$ cat config.mk
export PLATFORM = sky130hd
export DESIGN_NAME = pe_group
export DESIGN_NICKNAME = d
export VERILOG_FILES = /design/src/rtl/pe_group_pkg.sv /design/src/rtl/pe_mac_lane.sv /design/src/rtl/pe_group.sv
export SDC_FILE = /design/constraint.sdc
export NUM_CORES = 1
export LEC_CHECK = 0
export ABC_CLOCK_PERIOD_IN_PS = 5100
export BUFFER_PORTS_ARGS = -buffer_cell sky130_fd_sc_hd__buf_4
export CORE_MARGIN = 3
export CORE_UTILIZATION = 25
export CTS_CLUSTER_SIZE = 14
export DETAILED_ROUTE_END_ITERATION = 6
export HOLD_SLACK_MARGIN = 0.06
export SYNTH_ARGS = -nofsm -noshare
export SYNTH_HDL_FRONTEND = slang
export SYNTH_SLANG_ARGS = --single-unit
$ cat constraint.sdc
create_clock -name clk -period 5.1 [get_ports clk]
set_input_delay 1.02 -clock clk [delete_from_list [all_inputs] [get_ports clk]]
set_output_delay 1.02 -clock clk [all_outputs]
set_load 0.02 [all_outputs]
$ cat src/rtl/pe_group_pkg.sv
// Shared constants and lane-slicing helpers for the pe_group MAC array.
package pe_group_pkg;

  localparam int DATA_WIDTH = 8;
  localparam int PARA_DEG   = 3;
  localparam int ACC_WIDTH  = 2 * DATA_WIDTH;

  function automatic int data_off(input int lane, input int width);
    return lane * width;
  endfunction

  function automatic int acc_off(input int lane, input int width);
    return lane * 2 * width;
  endfunction

endpackage

$ cat src/rtl/pe_mac_lane.sv
// Single unsigned multiply-accumulate lane with one registered accumulator.
module pe_mac_lane
  import pe_group_pkg::*;
#(
  parameter int data_width = DATA_WIDTH
) (
  input  logic                    clk,
  input  logic                    reset,
  input  logic                    load_old_output,
  input  logic [data_width-1:0]   a,
  input  logic [data_width-1:0]   b,
  input  logic [2*data_width-1:0] old_sum,
  output logic [2*data_width-1:0] sum
);

  logic [2*data_width-1:0] prod_s;
  logic [2*data_width-1:0] base_s;
  logic [2*data_width-1:0] acc_d;
  logic [2*data_width-1:0] acc_q;

  // Next accumulator value: seed or own sum plus the full-width product, wrapping.
  always_comb begin
    prod_s = {{data_width{1'b0}}, a} * {{data_width{1'b0}}, b};
    base_s = acc_q;
    if (load_old_output) begin
      base_s = old_sum;
    end else begin
      base_s = acc_q;
    end
    acc_d = base_s + prod_s;
  end

  // Accumulator register, cleared immediately while reset is low.
  always_ff @(posedge clk or negedge reset) begin
    if (!reset) begin
      acc_q <= {(2*data_width){1'b0}};
    end else begin
      acc_q <= acc_d;
    end
  end

  assign sum = acc_q;

endmodule

$ cat src/rtl/pe_group.sv
// Array of para_deg independent MAC lanes; this level only slices and joins buses.
module pe_group
  import pe_group_pkg::*;
#(
  parameter int data_width = DATA_WIDTH,
  parameter int para_deg   = PARA_DEG
) (
  input  logic                             clk,
  input  logic                             reset,
  input  logic                             load_old_output,
  input  logic [para_deg*data_width-1:0]   data0,
  input  logic [para_deg*data_width-1:0]   data1,
  output logic [para_deg*2*data_width-1:0] result,
  input  logic [para_deg*2*data_width-1:0] old_output
);

  for (genvar i = 0; i < para_deg; i++) begin : g_lane
    pe_mac_lane #(
      .data_width(data_width)
    ) u_lane (
      .clk            (clk),
      .reset          (reset),
      .load_old_output(load_old_output),
      .a              (data0[data_off(i, data_width) +: data_width]),
      .b              (data1[data_off(i, data_width) +: data_width]),
      .old_sum        (old_output[acc_off(i, data_width) +: 2*data_width]),
      .sum            (result[acc_off(i, data_width) +: 2*data_width])
    );
  end

endmodule

==> results.yml, run 1 <==
global_routing:
  grt_pass1_wl_um: 38940
  grt_antenna_before_repair: 0
  grt_max_degree: 49
  grt_overflow: 0
  grt_usage_pct: 12.35
  grt_pass1_vias: 7553
clock_network:
  htreeDepth: 2
  cts_buffers: 5
  cts.clk_slew.worst_paths_ns: 0.08
  cts.sinks: 48
  clk_latency_ns: 0.30
  cts_max_path_buffers: 2
  cts_tree: "done"
  root_buffer: "clkbuf_16"
layout:
  fin_nets: 1515
  area_growth_pct: 22.02
  largest_register_ffs: 48
  seq_area_sq_um: 1201
  fill_cells: 3769
  drive_gt1_share_pct: 17.64
  finish.utilization_pct: 31.18
  multi_input_area_sq_um: 6937
  antenna_cells: 0
logic_synthesis:
  synth_top_area_cell: "fa_1"
  synth_cells: 991
  syn-num-nets: 1345
  synth_flop_cell: "dfrtp_1"
  synth.area.top_cells: "fa_1 33%, ha_1 14%, dfrtp_1 13%"
  yosys_warnings: 0
  synth_top_area_share_pct: 32.80
  synth_edf_count: 0
  yosysMostFrequentCell: "inv_1"
  synth_area_per_cell_sq_um: 9.238
  ys_ff_latch: 48
  synth_cell_types: 49
  synth_common_cells: "263 x inv_1, 150 x fa_1, 105 x ha_1"
  async_reset_ff_share_pct: 100.0
  netlist_area_sq_um: 9155
  yosysSeqAreaShare_pct: 13.12
power_and_ir_drop:
  power.share.clock_pct: 5.1
  switching_share_pct: 49.32
  switching_power_uw: 3474
  p_seq_share_pct: 11.6
  cellLeakagePower_uw: 0.005871
  vdd_drop_max_mv: 0.3946
  p_per_area_nw_per_um2: 630.5
  cell_internal_pwr_uw: 3569
  comb_power_share_pct: 83.4
timing:
  slew_violations: 0
  worst_pin_slew_ns: 0.7099
  fin_crit_ns: 4.845
  grt_setup_unrepaired: "no"
  max_slew_margin_pct: 52.67
  setup_viol: 0
  period_share_pct: 94.99
  finalClockSkew_ns: 0.01183
  max_freq_mhz: 206.4
  hold_viol: 0
  fin_tns_setup_ns: 0
  fin_ws_ns: 0.2553
routing:
  vias_per_cell: 4.335
  drt_first_pass_iters: 5
  drc: 0
  post_drt_wl_per_cell_um: 14.20
  vias: 7036
  totalWireLength_um: 23050
  postRouteAntennaNets: 0
  drtIter0Drc: 306
floorplan:
  ioPinCount: 147
  die_w_um: 197.4
  initial_utilization_pct: 25.55
  fp.dieH_um: 197.4
  fp-row-count: 69
  die_area_sq_um: 38950
  core_sq_um: 35830
job:
  drv_cap: 0
critical_path:
  critPathKind: "in2reg"
  required_ns: 5.29
  cpPeakStageDelay_ns: 0.48
  crit_chain: "buf_6 > buf_4 > mux2i_2 > fa_1 > inv_1 > fa_1 > ha_1 > inv_1 > fa_1 > inv_1 > ha_1 > nor2b_1 > o31a_1 > o211ai_1 > or4b_1 > o311ai_0"
  cp.arrival_ns: 5.04
  cp_max_fo: 11
  start_kind: "primary input"
  r2r_setup_slack_ns: 0.86
  worst_setup_path_end_kind: "flop"
  cp_slowest_cell: "fa_1"
placement:
  globalplace.congestion: 0.8239
  dp_hpwl_um: 20380
  preCtsSetupSlack_ns: -0.1841
  port-buffer-count: 146
hold_path:
  hp-class: "reg2reg"
run_status:
  status: "completed"
-- per-layer routing --
metal | share of wire [%] | wire [um] | global-route usage [%] | up-vias
met5 | 0 | 0 | 0 | -
met4 | 0.73 | 168 | 1.795 | 0
met3 | 6.1 | 1401 | 2.303 | 15
met2 | 48 | 11100 | 21.02 | 163
met1 | 45 | 10380 | 16.78 | 3499
li1 | - | - | - | 3359
-- cells in the final DEF (no fill, tap or decap), drive strengths merged, types with 21 or more instances in the layout --
cell	count
buf	173
nand2	102
fa	150
inv	263
a21oi	21
xnor2	28
dfrtp	48
mux2i	32
and2	99
ha	105
nor2	23
-- metrics by stage --
stage	instances	cell area [sq um]	power (uW)	hold WS (ns)
after floorplan	991	9164	4926	0.7244
after global placement	1615	11000	6604	0.6262
after detailed placement	1615	11000	6706	0.6411
after CTS	1623	11150	7134	0.6664
after global routing	1623	11170	7955	0.6736
final	1623	11170	7043	0.6589
-- critical path: cells and delay by family --
kind | cells | cell delay, ns
AOI/OAI and AO/OA | 3 | 0.66
and+or+nand+nor | 2 | 0.59
buffers and inverters | 5 | 0.57
adders and majority gates | 5 | 1.91
muxes | 1 | 0.27
-- final timing paths --
check	cells after the start	end	start
worst max-delay path	16	g_lane[0].u_lane.sum[13]$_DFF_PN0_	load_old_output
worst min-delay path	2	g_lane[2].u_lane.sum[0]$_DFF_PN0_	g_lane[2].u_lane.sum[0]$_DFF_PN0_
min in group asynchronous	1	g_lane[1].u_lane.sum[14]$_DFF_PN0_	reset
worst min register to register	2	g_lane[2].u_lane.sum[0]$_DFF_PN0_	g_lane[2].u_lane.sum[0]$_DFF_PN0_
worst max register to register	13	g_lane[1].u_lane.sum[10]$_DFF_PN0_	g_lane[1].u_lane.sum[3]$_DFF_PN0_
max in group asynchronous	1	g_lane[0].u_lane.sum[8]$_DFF_PN0_	reset
-- repair_timing --
item / 4_1_cts / 5_1_grt
setup endpoints to repair: 0 / 9
gates resized for setup: 0 / 5
setup buffers: 0 / 0
hold endpoints to repair: 0 / 0
hold buffers: 0 / 0
-- power groups by stage --
stage | logic, uW | clock network, uW | registers, uW
final | 5870 | 356 | 814
after global routing | 6730 | 389 | 838
after CTS | 5940 | 376 | 821
after detailed placement | 5880 | 0 | 822
after global placement | 5770 | 0 | 831
after floorplan | 3950 | 0 | 981
-- cells by family (layout without fill, tap and decap cells) --
kind of cell,after synthesis,after routing,share of synthesized area [%]
mux,48,48,5.467
simple gates,248,248,13.58
fa+ha+maj,255,255,47.15
compound gates,86,86,6.273
buf+inv,273,444,11.25
xor+xnor,33,33,3.157
flops,48,48,13.12
-- cell type report --
class,count,area share [%]
inverter,263,8.837
clock buffer,6,1.243
timing repair buffer,173,11.77
sequential,48,10.75
multi-input combinational,670,62.10
clock inverter,2,0.1344
tap,461,5.164
Note: power is estimated with default switching activity, not from simulation.
==> inputs of run 2 (changes only) <==
--- a/config.mk
+++ b/config.mk
@@ -5,6 +5,7 @@
 export SDC_FILE = /design/constraint.sdc
 export NUM_CORES = 1
 export LEC_CHECK = 0
+export ABC_AREA = 1
 export ABC_CLOCK_PERIOD_IN_PS = 5100
 export BUFFER_PORTS_ARGS = -buffer_cell sky130_fd_sc_hd__buf_4
 export CORE_MARGIN = 3
==> run 2 against run 1 <==
Effect of this change: clock-buffer cell count increased by 1; clock power is essentially flat; sequential cell count did not move; first-iteration DRC count grew 31%; non-clock buffer count shrank 21; final cell count rose by 26%; core utilization shrank 1.4 points; area after synthesis is 11% higher; largest power group unchanged.
==> results.yml, run 2 <==
routing:
  totalWireLength_um: 26900
  drt_first_pass_iters: 5
  drc: 0
  drtIter0Drc: 400
  vias: 8651
  vias_per_cell: 4.216
  post_drt_wl_per_cell_um: 13.11
  postRouteAntennaNets: 0
power_and_ir_drop:
  p_per_area_nw_per_um2: 586.9
  vdd_drop_max_mv: 0.2380
  cellLeakagePower_uw: 0.007408
  p_total_uw: 6974
timing:
  hold_viol: 0
  setup_viol: 0
  fin_tns_setup_ns: 0
  fin_crit_ns: 4.613
  slew_violations: 0
  max_slew_margin_pct: 49.88
  period_share_pct: 90.45
  finalClockSkew_ns: 0.007681
  grt_setup_unrepaired: "no"
  max_freq_mhz: 216.8
  worst_pin_slew_ns: 0.7518
clock_network:
  cts_max_path_buffers: 2
  cts_buffers: 5
  cts.clk_slew.worst_paths_ns: 0.07
  cts.sinks: 48
  post_cts_resized: 0
  root_buffer: "clkbuf_16"
  htreeDepth: 2
  clk_latency_ns: 0.31
  hold_buffers: 0
  cts_tree: "done"
  cts_setup_buffers: 0
hold_path:
  whs_path_depth: 3
  hold_start: "g_lane[0].u_lane.sum[0]$_DFF_PN0_"
  hp-class: "reg2reg"
  min_to: "g_lane[0].u_lane.sum[0]$_DFF_PN0_"
floorplan:
  ioPinCount: 147
  core_sq_um: 39910
  die_w_um: 207.7
  initial_utilization_pct: 25.48
  fp-row-count: 73
  die_area_sq_um: 43130
  fp.dieH_um: 207.7
logic_synthesis:
  synth_area_per_cell_sq_um: 7.146
  ys_ff_latch: 48
  synth_cells: 1423
  yosysMostFrequentCell: "nand2_1"
  synth_top_area_share_pct: 29.53
  synth.area.top_cells: "fa_1 30%, nand2_1 17%, inv_1 16%"
  synth_top_area_cell: "fa_1"
  async_reset_ff_share_pct: 100.0
  synth_flop_cell: "dfrtp_1"
  yosysSeqAreaShare_pct: 11.81
  synth_cell_types: 21
  syn-num-nets: 1777
  synth_common_cells: "448 x nand2_1, 435 x inv_1, 150 x fa_1"
  yosys_warnings: 0
  netlist_area_sq_um: 10170
  synth_edf_count: 0
layout:
  fill_cells: 4328
  fin_nets: 1880
  final_common_cell: "nand2_1"
  drive_gt1_share_pct: 10.61
  finish.utilization_pct: 29.77
  largest_register_ffs: 48
  area_growth_pct: 16.87
  instances_no_fill: 2052
  final_cell_mix: "448 x nand2_1, 435 x inv_1, 150 x fa_1, 150 x buf_4, 105 x ha_1"
  final_area_sq_um: 11880
  antenna_cells: 0
critical_path:
  required_ns: 5.30
  cp.arrival_ns: 4.81
  start_kind: "primary input"
  critPathKind: "in2reg"
  cp_max_fo: 12
  worst_setup_path_end_kind: "flop"
  crit-reg2reg-capture: "g_lane[2].u_lane.sum[11]$_DFF_PN0_"
  worst_r2r_path_depth: 16
  timing.rr.start: "g_lane[2].u_lane.sum[7]$_DFF_PN0_"
  r2r_setup_slack_ns: 1.28
job:
  drv_cap: 0
placement:
  globalplace.congestion: 0.8708
  dp_hpwl_um: 23300
  placed_area_sq_um: 11740
  port-buffer-count: 146
  place_inst: 2044
global_routing:
  grt_usage_pct: 12.86
  grt_pass1_wl_um: 45650
  grt_pass1_vias: 8977
  grt_overflow: 0
  grt_max_degree: 49
  grt_antenna_before_repair: 0
run_status:
  status: "completed"
==> run 2: cell types whose count changed after synthesis, sizes merged, moves of 28 or more <==
cell	previous run	this run
nand3	3	41
nand2	102	448
clkbuf	5	44
inv	263	436
and2	99	0
nor2	23	51
==> run 2: routing by layer <==
metal  routed length, um  share of wire (%)  vias up  global-route usage, %
met5                   0                  0        -                      0
met4                 392                1.5        0                  2.395
met3                2075                7.7       26                  3.249
met2               12620                 47      229                  21.52
met1               11810                 44     4165                  17.02
li1                    -                  -     4231                      -
==> run 2: kinds of logic after synthesis <==
logic type / count (synthesis) / share of synthesized area, %
compound gates: 31 / 1.784
xor+xnor: 15 / 1.292
fa+ha+maj: 255 / 42.45
buf+inv: 492 / 18.57
flops: 48 / 11.81
mux: 29 / 2.855
simple gates: 553 / 21.24
==> run 2: area by class of cell <==
class,instances,area (sq um),area share (%)
sequential,48,1201,10.11
multi-input combinational,883,7079,59.57
clock inverter,1,8.758,0.07370
tap,525,656.9,5.527
timing repair buffer,152,1166,9.813
inverter,436,1639,13.79
clock buffer,7,132.6,1.116
==> run 2: worst max path at each step <==
stage | cells after the start | from | to | slack [ns]
floorplan | 18 | load_old_output | g_lane[1].u_lane.sum[9]$_DFF_PN0_ | 0.40
global placement | 18 | load_old_output | g_lane[2].u_lane.sum[11]$_DFF_PN0_ | 0.19
detailed placement | 18 | load_old_output | g_lane[2].u_lane.sum[11]$_DFF_PN0_ | 0.13
CTS | 18 | load_old_output | g_lane[2].u_lane.sum[11]$_DFF_PN0_ | 0.46
global route | 19 | load_old_output | g_lane[2].u_lane.sum[15]$_DFF_PN0_ | 0.21
finish | 18 | load_old_output | g_lane[2].u_lane.sum[11]$_DFF_PN0_ | 0.49
==> run 2: critical path, stage by stage <==
cell and delay (ns):
buf_4 0.22, buf_12 0.19, mux2i_1 0.32, fa_1 0.44, inv_1 0.09, fa_1 0.44, fa_1 0.56, inv_1 0.06
fa_1 0.47, inv_1 0.04, ha_1 0.34, nand2_1 0.09, inv_1 0.12, nand2_1 0.09, nor2_1 0.15, nor2_1 0.05
nand2_1 0.05, nand2_1 0.06
==> run 2: per-stage QoR <==
stage	hold WS, ns	setup WS (ns)
after floorplan	0.6859	0.3951
after global placement	0.5772	0.1900
after detailed placement	0.5744	0.1346
after CTS	0.5908	0.4631
after global routing	0.6303	0.2080
final	0.5828	0.4868
==> run 2: power breakdown <==
| group | internal [uW] | total, uW | switching (uW) |
|---|---|---|---|
| Combinational | 2270 | 5790 | 3530 |
| Clock | 184 | 358 | 173 |
| Sequential | 641 | 822 | 181 |
